`config.mk`:
```
export PLATFORM = sky130hd
export DESIGN_NAME = muldiv_unit_flat
export DESIGN_NICKNAME = d
export VERILOG_FILES = /design/src/rtl/mips_pkg.sv /design/src/rtl/muldiv_unit_if.sv /design/src/rtl/muldiv_unit.sv /design/src/flat_wrapper.sv
export SDC_FILE = /design/constraint.sdc
export NUM_CORES = 1
export LEC_CHECK = 0
export ABC_CLOCK_PERIOD_IN_PS = 3500
export CORE_AREA = 2 2 209 159
export CTS_CLUSTER_DIAMETER = 30
export DETAILED_ROUTE_END_ITERATION = 10
export DIE_AREA = 0 0 211 161
export PLACE_DENSITY_LB_ADDON = 0.08
export SETUP_SLACK_MARGIN = 0.02
export SLEW_MARGIN = 20
export SYNTH_ARGS = -nofsm -noshare
export SYNTH_HDL_FRONTEND = slang
export SYNTH_SLANG_ARGS = --single-unit
```
`constraint.sdc`:
```
create_clock -name clk -period 3.5 [get_ports clk]
set_input_delay 0.875 -clock clk [delete_from_list [all_inputs] [get_ports clk]]
set_output_delay 0.875 -clock clk [all_outputs]
set_load 0.005 [all_outputs]
```
`src/rtl/mips_pkg.sv`:
```
// Shared MIPS datapath constants: ALU control codes and the muldiv FSM states.
package mips_pkg;

    localparam logic [3:0] ALU_DIV  = 4'b1000;
    localparam logic [3:0] ALU_MULT = 4'b1001;
    localparam logic [3:0] ALU_MFHI = 4'b1010;
    localparam logic [3:0] ALU_MFLO = 4'b1011;

    typedef enum logic [1:0] {
        MD_IDLE = 2'd0,
        MD_CALC = 2'd1,
        MD_FIX  = 2'd2
    } md_state_e;

endpackage

```
`src/rtl/muldiv_unit_if.sv`:
```
// Request/result bundle between the pipeline and the multiply/divide unit.
interface muldiv_unit_if #(
    parameter int WIDTH = 32
);
    logic             start;
    logic [3:0]       alu_ctrl;
    logic             is_signed;
    logic [WIDTH-1:0] op_a;
    logic [WIDTH-1:0] op_b;
    logic             wr_hi;
    logic             wr_lo;
    logic [WIDTH-1:0] wr_data;
    logic             busy;
    logic             done;
    logic             div_by_zero;
    logic [WIDTH-1:0] hi;
    logic [WIDTH-1:0] lo;

    modport master (
        output start, alu_ctrl, is_signed, op_a, op_b, wr_hi, wr_lo, wr_data,
        input  busy, done, div_by_zero, hi, lo
    );

    modport slave (
        input  start, alu_ctrl, is_signed, op_a, op_b, wr_hi, wr_lo, wr_data,
        output busy, done, div_by_zero, hi, lo
    );
endinterface

```
`src/rtl/muldiv_unit.sv`:
```
// Iterative multiply/divide unit with HI/LO registers. Works on operand
// magnitudes for WIDTH cycles (shift-add / restoring divide), then applies
// signs and writes HI/LO in a single FIX cycle.
module muldiv_unit
    import mips_pkg::*;
#(
    parameter int WIDTH = 32,
    parameter int CNT_W = $clog2(WIDTH + 1)
) (
    input  logic          clk,
    input  logic          reset_n,
    muldiv_unit_if.slave  bus
);

    // Absolute value when the operand is treated as signed, raw otherwise.
    function automatic logic [WIDTH-1:0] mag_of(input logic [WIDTH-1:0] v, input logic sgn);
        return (sgn && v[WIDTH-1]) ? -v : v;
    endfunction

    md_state_e          state_q, state_d;
    logic [CNT_W-1:0]   cnt_q, cnt_d;
    logic [2*WIDTH-1:0] acc_q, acc_d;      // {partial/rem, multiplier/quotient}
    logic [WIDTH-1:0]   opnd_q, opnd_d;    // multiplicand or divisor magnitude
    logic [WIDTH-1:0]   a_raw_q, a_raw_d;  // unmodified dividend for div-by-zero
    logic [WIDTH-1:0]   hi_q, hi_d, lo_q, lo_d;
    logic               is_div_q, is_div_d;
    logic               neg_res_q, neg_res_d;
    logic               neg_rem_q, neg_rem_d;
    logic               b_zero_q, b_zero_d;
    logic               done_q, done_d;
    logic               dbz_q, dbz_d;

    logic               busy, accept, last_iter;
    logic [WIDTH:0]     mul_sum, rem_sh, rem_diff;
    logic [2*WIDTH-1:0] prod;
    logic [WIDTH-1:0]   quo, rem;

    // State register.
    always_ff @(posedge clk or negedge reset_n) begin
        if (!reset_n) state_q <= MD_IDLE;
        else          state_q <= state_d;
    end

    // Next-state logic.
    always_comb begin
        state_d = state_q;
        case (state_q)
            MD_IDLE: if (accept)    state_d = MD_CALC;
            MD_CALC: if (last_iter) state_d = MD_FIX;
            MD_FIX:                 state_d = MD_IDLE;
            default:                state_d = MD_IDLE;
        endcase
    end

    // FSM outputs: busy flag, acceptance and end-of-iteration decode.
    always_comb begin
        busy      = (state_q != MD_IDLE);
        accept    = (state_q == MD_IDLE) && bus.start &&
                    ((bus.alu_ctrl == ALU_MULT) || (bus.alu_ctrl == ALU_DIV));
        last_iter = (state_q == MD_CALC) && (cnt_q == CNT_W'(WIDTH - 1));
    end

    // Datapath next-state: operand capture, one iteration per CALC cycle, sign fix.
    always_comb begin
        cnt_d     = cnt_q;
        acc_d     = acc_q;
        opnd_d    = opnd_q;
        a_raw_d   = a_raw_q;
        hi_d      = hi_q;
        lo_d      = lo_q;
        is_div_d  = is_div_q;
        neg_res_d = neg_res_q;
        neg_rem_d = neg_rem_q;
        b_zero_d  = b_zero_q;
        dbz_d     = dbz_q;
        done_d    = 1'b0;

        mul_sum  = {1'b0, acc_q[2*WIDTH-1:WIDTH]} + {1'b0, opnd_q};
        rem_sh   = {acc_q[2*WIDTH-1:WIDTH], acc_q[WIDTH-1]};
        rem_diff = rem_sh - {1'b0, opnd_q};
        prod     = neg_res_q ? -acc_q : acc_q;
        quo      = neg_res_q ? -acc_q[WIDTH-1:0] : acc_q[WIDTH-1:0];
        rem      = neg_rem_q ? -acc_q[2*WIDTH-1:WIDTH] : acc_q[2*WIDTH-1:WIDTH];

        // Direct HI/LO writes only land while idle; a same-edge start is fine
        // because the result overwrites both registers later.
        if (state_q == MD_IDLE) begin
            if (bus.wr_hi) hi_d = bus.wr_data;
            if (bus.wr_lo) lo_d = bus.wr_data;
        end

        if (accept) begin
            is_div_d  = (bus.alu_ctrl == ALU_DIV);
            neg_res_d = bus.is_signed & (bus.op_a[WIDTH-1] ^ bus.op_b[WIDTH-1]);
            neg_rem_d = bus.is_signed & bus.op_a[WIDTH-1];
            a_raw_d   = bus.op_a;
            b_zero_d  = (bus.op_b == '0);
            cnt_d     = '0;
            dbz_d     = 1'b0;
            if (bus.alu_ctrl == ALU_DIV) begin
                acc_d  = {{WIDTH{1'b0}}, mag_of(bus.op_a, bus.is_signed)};
                opnd_d = mag_of(bus.op_b, bus.is_signed);
            end else begin
                acc_d  = {{WIDTH{1'b0}}, mag_of(bus.op_b, bus.is_signed)};
                opnd_d = mag_of(bus.op_a, bus.is_signed);
            end
        end

        if (state_q == MD_CALC) begin
            cnt_d = cnt_q + CNT_W'(1);
            if (is_div_q) begin
                // Restoring step: the shifted remainder never exceeds WIDTH bits
                // when it is kept, since it is then below the divisor.
                if (!rem_diff[WIDTH])
                    acc_d = {rem_diff[WIDTH-1:0], acc_q[WIDTH-2:0], 1'b1};
                else
                    acc_d = {rem_sh[WIDTH-1:0], acc_q[WIDTH-2:0], 1'b0};
            end else begin
                // Shift-add: carry out of the upper half shifts back in.
                if (acc_q[0]) acc_d = {mul_sum, acc_q[WIDTH-1:1]};
                else          acc_d = {1'b0, acc_q[2*WIDTH-1:1]};
            end
        end

        if (state_q == MD_FIX) begin
            done_d = 1'b1;
            if (is_div_q && b_zero_q) begin
                hi_d  = a_raw_q;
                lo_d  = '1;
                dbz_d = 1'b1;
            end else if (is_div_q) begin
                hi_d = rem;
                lo_d = quo;
            end else begin
                hi_d = prod[2*WIDTH-1:WIDTH];
                lo_d = prod[WIDTH-1:0];
            end
        end
    end

    // Datapath registers; reset drops any operation in flight.
    always_ff @(posedge clk or negedge reset_n) begin
        if (!reset_n) begin
            cnt_q     <= '0;
            acc_q     <= '0;
            opnd_q    <= '0;
            a_raw_q   <= '0;
            hi_q      <= '0;
            lo_q      <= '0;
            is_div_q  <= 1'b0;
            neg_res_q <= 1'b0;
            neg_rem_q <= 1'b0;
            b_zero_q  <= 1'b0;
            done_q    <= 1'b0;
            dbz_q     <= 1'b0;
        end else begin
            cnt_q     <= cnt_d;
            acc_q     <= acc_d;
            opnd_q    <= opnd_d;
            a_raw_q   <= a_raw_d;
            hi_q      <= hi_d;
            lo_q      <= lo_d;
            is_div_q  <= is_div_d;
            neg_res_q <= neg_res_d;
            neg_rem_q <= neg_rem_d;
            b_zero_q  <= b_zero_d;
            done_q    <= done_d;
            dbz_q     <= dbz_d;
        end
    end

    assign bus.busy        = busy;
    assign bus.done        = done_q;
    assign bus.div_by_zero = dbz_q;
    assign bus.hi          = hi_q;
    assign bus.lo          = lo_q;

endmodule
```
`src/flat_wrapper.sv`:
```
// flat-port wrapper written by rule: the top's interface ports become plain ports
module muldiv_unit_flat import mips_pkg::*;
#(
    parameter int WIDTH = 32,
    parameter int CNT_W = $clog2(WIDTH + 1)
)
  (clk, reset_n, bus_start, bus_alu_ctrl, bus_is_signed, bus_op_a, bus_op_b, bus_wr_hi, bus_wr_lo, bus_wr_data, bus_busy, bus_done, bus_div_by_zero, bus_hi, bus_lo);
  muldiv_unit_if #(.WIDTH(WIDTH)) bus_i ();
  input  logic clk;
  input  logic reset_n;
  input wire logic [$bits(bus_i.start)-1:0] bus_start;
  input wire logic [$bits(bus_i.alu_ctrl)-1:0] bus_alu_ctrl;
  input wire logic [$bits(bus_i.is_signed)-1:0] bus_is_signed;
  input wire logic [$bits(bus_i.op_a)-1:0] bus_op_a;
  input wire logic [$bits(bus_i.op_b)-1:0] bus_op_b;
  input wire logic [$bits(bus_i.wr_hi)-1:0] bus_wr_hi;
  input wire logic [$bits(bus_i.wr_lo)-1:0] bus_wr_lo;
  input wire logic [$bits(bus_i.wr_data)-1:0] bus_wr_data;
  output wire logic [$bits(bus_i.busy)-1:0] bus_busy;
  output wire logic [$bits(bus_i.done)-1:0] bus_done;
  output wire logic [$bits(bus_i.div_by_zero)-1:0] bus_div_by_zero;
  output wire logic [$bits(bus_i.hi)-1:0] bus_hi;
  output wire logic [$bits(bus_i.lo)-1:0] bus_lo;
  assign bus_i.start = bus_start;
  assign bus_i.alu_ctrl = bus_alu_ctrl;
  assign bus_i.is_signed = bus_is_signed;
  assign bus_i.op_a = bus_op_a;
  assign bus_i.op_b = bus_op_b;
  assign bus_i.wr_hi = bus_wr_hi;
  assign bus_i.wr_lo = bus_wr_lo;
  assign bus_i.wr_data = bus_wr_data;
  assign bus_busy = bus_i.busy;
  assign bus_done = bus_i.done;
  assign bus_div_by_zero = bus_i.div_by_zero;
  assign bus_hi = bus_i.hi;
  assign bus_lo = bus_i.lo;
  muldiv_unit #(.WIDTH(WIDTH), .CNT_W(CNT_W)) u_core (.clk(clk), .reset_n(reset_n), .bus(bus_i));
endmodule
```
## Yosys cells after proc, flatten, opt, wreduce, memory -nomap -nowiden

Cells that the tools add are included.
Widths: inputs -> output; s select.

| operators by class | value |
|---|---|
| $add $sub $neg | 8 |
| $mul | 0 |
| divide/modulo/power cells | 0 |
| $lt $le $gt $ge | 0 |
| eq/ne operators | 7 |
| shifts and indexed selects | 0 |
| multiplexer cells | 31 |
| bitwise logic cells | 3 |
| reductions and logical operators | 17 |

Operator list:

| operator | count |
|---|---|
| $mux 32 | 16 |
| $mux 64 | 6 |
| $neg 32->32 | 4 |
| $neg 64->64 | 1 |
| $add 32x32->33 | 1 |
| $sub 33x32->33 | 1 |
| $logic_not 32->1 | 1 |
| $mux 6 | 2 |
| $reduce_bool 2->1 | 5 |
| $eq 4x4->1 const B | 2 |
| $add 6x1->6 const B | 1 |
| $eq 6x5->1 const B | 1 |
| $logic_and 1x1->1 | 6 |
| $reduce_and 2->1 | 3 |
| $mux 1 | 4 |
| $mux 2 | 2 |
| $ne 2x1->1 const B | 2 |
| $pmux 2 s2 | 1 |
| $and 1x1->1 | 2 |
| $eq 2x1->1 const B | 1 |
| $eq 2x2->1 const B | 1 |
| $logic_not 2->1 | 1 |
| $logic_or 1x1->1 | 1 |
| $xor 1x1->1 | 1 |

| word-level totals | value |
|---|---|
| register bits after elaboration | 206 |
| latch bits | 0 |
| RAM bits | 0 |
| memory bits (read-only) | 0 |
| bits of input ports | 106 |
| logic and storage cells | 79 |
| memories | 0 |

## Longest topological paths before layout

| depth | value |
|---|---|
| depth after elaboration | 6 |
| gate-level depth with buffers | 15 |

## Worst setup path before layout

Ideal clock, no wire load.

| timing path | value |
|---|---|
| kind | in2reg |
| from | input bus_op_b[13] |
| to | register u_core.acc_q[22] |
| setup time | 0.077 ns |
| arrival time | 3.310 ns |
| slack | 0.113 ns |
| cell stages on the path | 9 |
| cells stage by stage | or4_1 or4b_4 or4b_4 o41ai_4 xnor2_1 nor2_1 a211oi_1 a211oi_1 a21oi_1 |

| between the ends | value |
|---|---|
| cells in the longest elaborated chain, start to end | 5 |

Ends and longest elaborated chain:

| item | RTL line | RTL |
|---|---|---|
| start: declaration | flat_wrapper.sv:15 | `input wire logic [$bits(bus_i.op_b)-1:0] bus_op_b;` |
| $neg 32->32 | muldiv_unit.sv:17 | `return (sgn && v[WIDTH-1]) ? -v : v;` |
| $mux 32 | muldiv_unit.sv:17 |  |
| $mux 32 | muldiv_unit.sv:100 | `if (bus.alu_ctrl == ALU_DIV) begin` |
| $mux 64 | muldiv_unit.sv:92 | `if (accept) begin` |
| $mux 64 | muldiv_unit.sv:109 | `if (state_q == MD_CALC) begin` |
| end signal: assignment | muldiv_unit.sv:145 | `acc_q <= '0;` |
| end signal: assignment | muldiv_unit.sv:158 | `acc_q <= acc_d;` |
| end: declaration | muldiv_unit.sv:22 | `logic [2*WIDTH-1:0] acc_q, acc_d;` |

Every way passes these cells. The select of a mux whose other input is x is not followed.
A chain may end at the register's enable or synchronous reset.

## Worst setup path after layout

| timing path | value |
|---|---|
| from | input bus_op_b[14] |
| to | register u_core.acc_q[22] |

The elaborated chain is that of the path after synthesis.

==> impl_metrics.env <==
export IMPL_drv_slew=0
export IMPL_ys_top_cells_by_area="dfrtp_1 31%, o21ai_0 6.9%, nand2_1 6.5%, xnor2_1 5.8%, a21oi_1 5.2%"
export IMPL_cts_tree="yes"
export IMPL_crit_fanout=3
export IMPL_synth_seq_cells=206
export IMPL_critPathLaunchType="primary input"
export IMPL_cts_buffers=47
export IMPL_vias=18800
export IMPL_crit_start="bus_op_b[14]"
export IMPL_worst_pin_slew_ps=839
export IMPL_power_density_nw_per_um2=895
export IMPL_syn_nets=2317
export IMPL_grt_pass1_vias=17500
export IMPL_port_buffers=172
export IMPL_fmax_mhz=294
export IMPL_dpl_hpwl_mm=55.3
export IMPL_synthMuxAreaShare_pct=2.97
export IMPL_hold_viol_final=0
export IMPL_num_rows=57
export IMPL_grt_overflow_total=0
export IMPL_ys_top_cells_by_count="289 x nand2_1, 230 x o21ai_0, 206 x dfrtp_1, 174 x a21oi_1, 159 x nor2_1"
export IMPL_finalSetupViolations=0
export IMPL_num_nets_final=2617
export IMPL_syn2layout_area_growth_pct=32.4
export IMPL_reg2reg_to="u_core.acc_q[37]$_DFFE_PN0P_"
export IMPL_required_ps=3980
export IMPL_synth_area_um2=16700
export IMPL_netlist_instances=2140
export IMPL_fin_crit_sh_pct=97.2
export IMPL_synth_edf_count=0
export IMPL_die_x_um=211
export IMPL_antenna_found_initial=0
export IMPL_pre_cts_ws_ps=-513
export IMPL_synth_xor_area_share_pct=8.85
export IMPL_timing_hold_ws_ps=358
export IMPL_yosysMostFrequentCell="nand2_1"
export IMPL_die_area_um2=34000
export IMPL_relSlewSlack_pct=44.1
export IMPL_track_usage_pct=42.3
export IMPL_min_period_ps=3400
export IMPL_synth_compound_area_share_pct=28.8
export IMPL_synth_fa_ha_area_share_pct=5.40
export IMPL_drive_gt1_share_pct=14.5
export IMPL_outcome="finished clean"
export IMPL_cts_root_buf="clkbuf_16"
export IMPL_synth_top_family_by_area="compound AO/OA/AOI/OAI gates"
export IMPL_finalWorstSetupSlack_ps=99.1
export IMPL_grt_pass1_wl_mm=108
export IMPL_clockBufferDepth=3
export IMPL_synth_seq_area_share_pct=30.8
export IMPL_coreArea_um2=32000
export IMPL_place_gp_congestion=1.04
export IMPL_htree_levels=2
export IMPL_r2r_cells=13
export IMPL_clkTransAtPathRegs_ps=50
export IMPL_yosysTopAreaCell="dfrtp_1"
export IMPL_firstDrtPassIters=10
export IMPL_cts_sinks=206
export IMPL_route_antenna_remaining_nets=0
export IMPL_dieHeight_um=161
export IMPL_synth_cell_types=75
export IMPL_vdd_drop_max_v=0.000890
export IMPL_finalClockSkew_ps=26.1
export IMPL_ios=173
export IMPL_clock_latency_ps=570
export IMPL_critPathCaptureType="flop"
export IMPL_rsz0062_at_grt="no"
export IMPL_start_util_pct=52.2
export IMPL_final_cells=2892
export IMPL_r2r_start="u_core.acc_q[32]$_DFFE_PN0P_"
export IMPL_crit_type="in2reg"
export IMPL_max_cap_violations=0
export IMPL_leakage_nw=9.58
export IMPL_place_inst=2800
export IMPL_num_antenna_cells=0
export IMPL_vias_per_cell=6.51
export IMPL_synthArstFlopShare_pct=100
export IMPL_r2r_slack_ps=130
export IMPL_routed_wl_mm=72.9
export IMPL_dr_first_iter_drc_count=2623
export IMPL_hp_class="in2async"
export IMPL_grt_max_degree=84
export IMPL_synth_simple_area_share_pct=18.3
export IMPL_synth_ff_type="dfrtp_1"
export IMPL_synth_warnings=0
export IMPL_arrival_ps=3880
export IMPL_drcViolationCount=0
export IMPL_synth_top_area_share_pct=30.8
export IMPL_synth_area_per_cell_um2=7.81
export IMPL_routedWlPerCell_um=25.2
## flip-flops by register name, indices dropped and copies added (netlist names)
signal and count:
u_core.acc_q 64, u_core.a_raw_q 32, u_core.bus.hi 32, u_core.bus.lo 32, u_core.opnd_q 32, u_core.cnt_q 6, u_core.state_q 2, u_core.b_zero_q 1
u_core.bus.div_by_zero 1, u_core.bus.done 1, u_core.is_div_q 1, u_core.neg_rem_q 1, u_core.neg_res_q 1
## critical path, stage by stage
cell and delay [ps]:
clkdlybuf4s50_1 430, or4_4 430, or4b_4 540, or4b_4 580, o41ai_4 400, xnor2_2 160
nor2_1 70, a211oi_2 190, a211oi_2 60, a21oi_1 140
## layer usage
metal	GRT usage, %	part of all wire, %	up-vias
li1	-	-	8445
met1	61.2	42	8920
met2	55.9	39	1297
met3	16.3	15	157
met4	16.4	4.0	0
met5	0.718	0	-
## kinds of logic after synthesis
group | Yosys count
xor gates and xnor gates | 169
DFF | 206
muxes | 49
adders and majority gates | 71
AOI/OAI and AO/OA | 762
and+or+nand+nor | 669
buffers and inverters | 214
## report_power, final
group	internal, W	total (W)	leakage (nW)	switching, W
Clock	0.00321	0.00475	0.815	0.00154
Sequential	0.00308	0.00390	2.53	0.000822
Combinational	0.00459	0.0112	6.23	0.00658
Total	0.0109	0.0198	9.58	0.00894
## how the worst max path moves through the flow
| stage | endpoint | slack [ps] | depth (start not counted) |
|---|---|---|---|
| final | u_core.acc_q[22]$_DFFE_PN0P_ | 100 | 10 |
| after global routing | u_core.acc_q[30]$_DFFE_PN0P_ | 40 | 13 |
| after CTS | u_core.acc_q[22]$_DFFE_PN0P_ | 40 | 10 |
| after detailed placement | u_core.acc_q[22]$_DFFE_PN0P_ | -510 | 10 |
| after global placement | u_core.acc_q[22]$_DFFE_PN0P_ | -490 | 10 |
| after floorplan | u_core.acc_q[22]$_DFFE_PN0P_ | 110 | 9 |
## repair_timing
| item | in CTS | in global routing |
|---|---|---|
| pin swaps | 2 | 15 |
| setup buffers | 0 | 4 |
| gates resized for setup | 4 | 36 |
| hold buffers | 0 | 0 |
| endpoints found under the setup margin | 17 | 51 |
## final cells by class
type / instances / area [um2]
timing repair buffer: 395 / 3580
tap: 413 / 517
clock buffer: 57 / 1280
inverter: 70 / 263
fill: 2626 / 9890
sequential: 206 / 5160
clock inverter: 31 / 414
multi-input combinational: 1720 / 10900
## per-stage QoR
stage          power, W  cell area [um2]  utilization (%)  setup TNS, ps
6_report         0.0198            22100             69.1              0
3_3_place_gp     0.0143            20300             63.2          -9210
2_1_floorplan    0.0100            16700                -              0
5_1_grt          0.0207            22100             69.1              0
4_1_cts          0.0192            22000             68.6              0
3_5_place_dp     0.0144            20300             63.2         -10720
## cell usage in the layout (no fill, tap or decap), drive strengths merged, types with 35 or more instances in the layout
| master | instances |
|---|---|
| nand2 | 289 |
| ha | 69 |
| dfrtp | 206 |
| mux2i | 44 |
| inv | 72 |
| clkbuf | 58 |
| o22ai | 39 |
| nor3 | 42 |
| o211ai | 35 |
| buf | 223 |
| a211oi | 71 |
| xnor2 | 110 |
| a21oi | 174 |
| xor2 | 59 |
| o21ai | 232 |
| nor2 | 160 |
| clkdlybuf4s50 | 160 |
(Power assumes the default switching activity.)
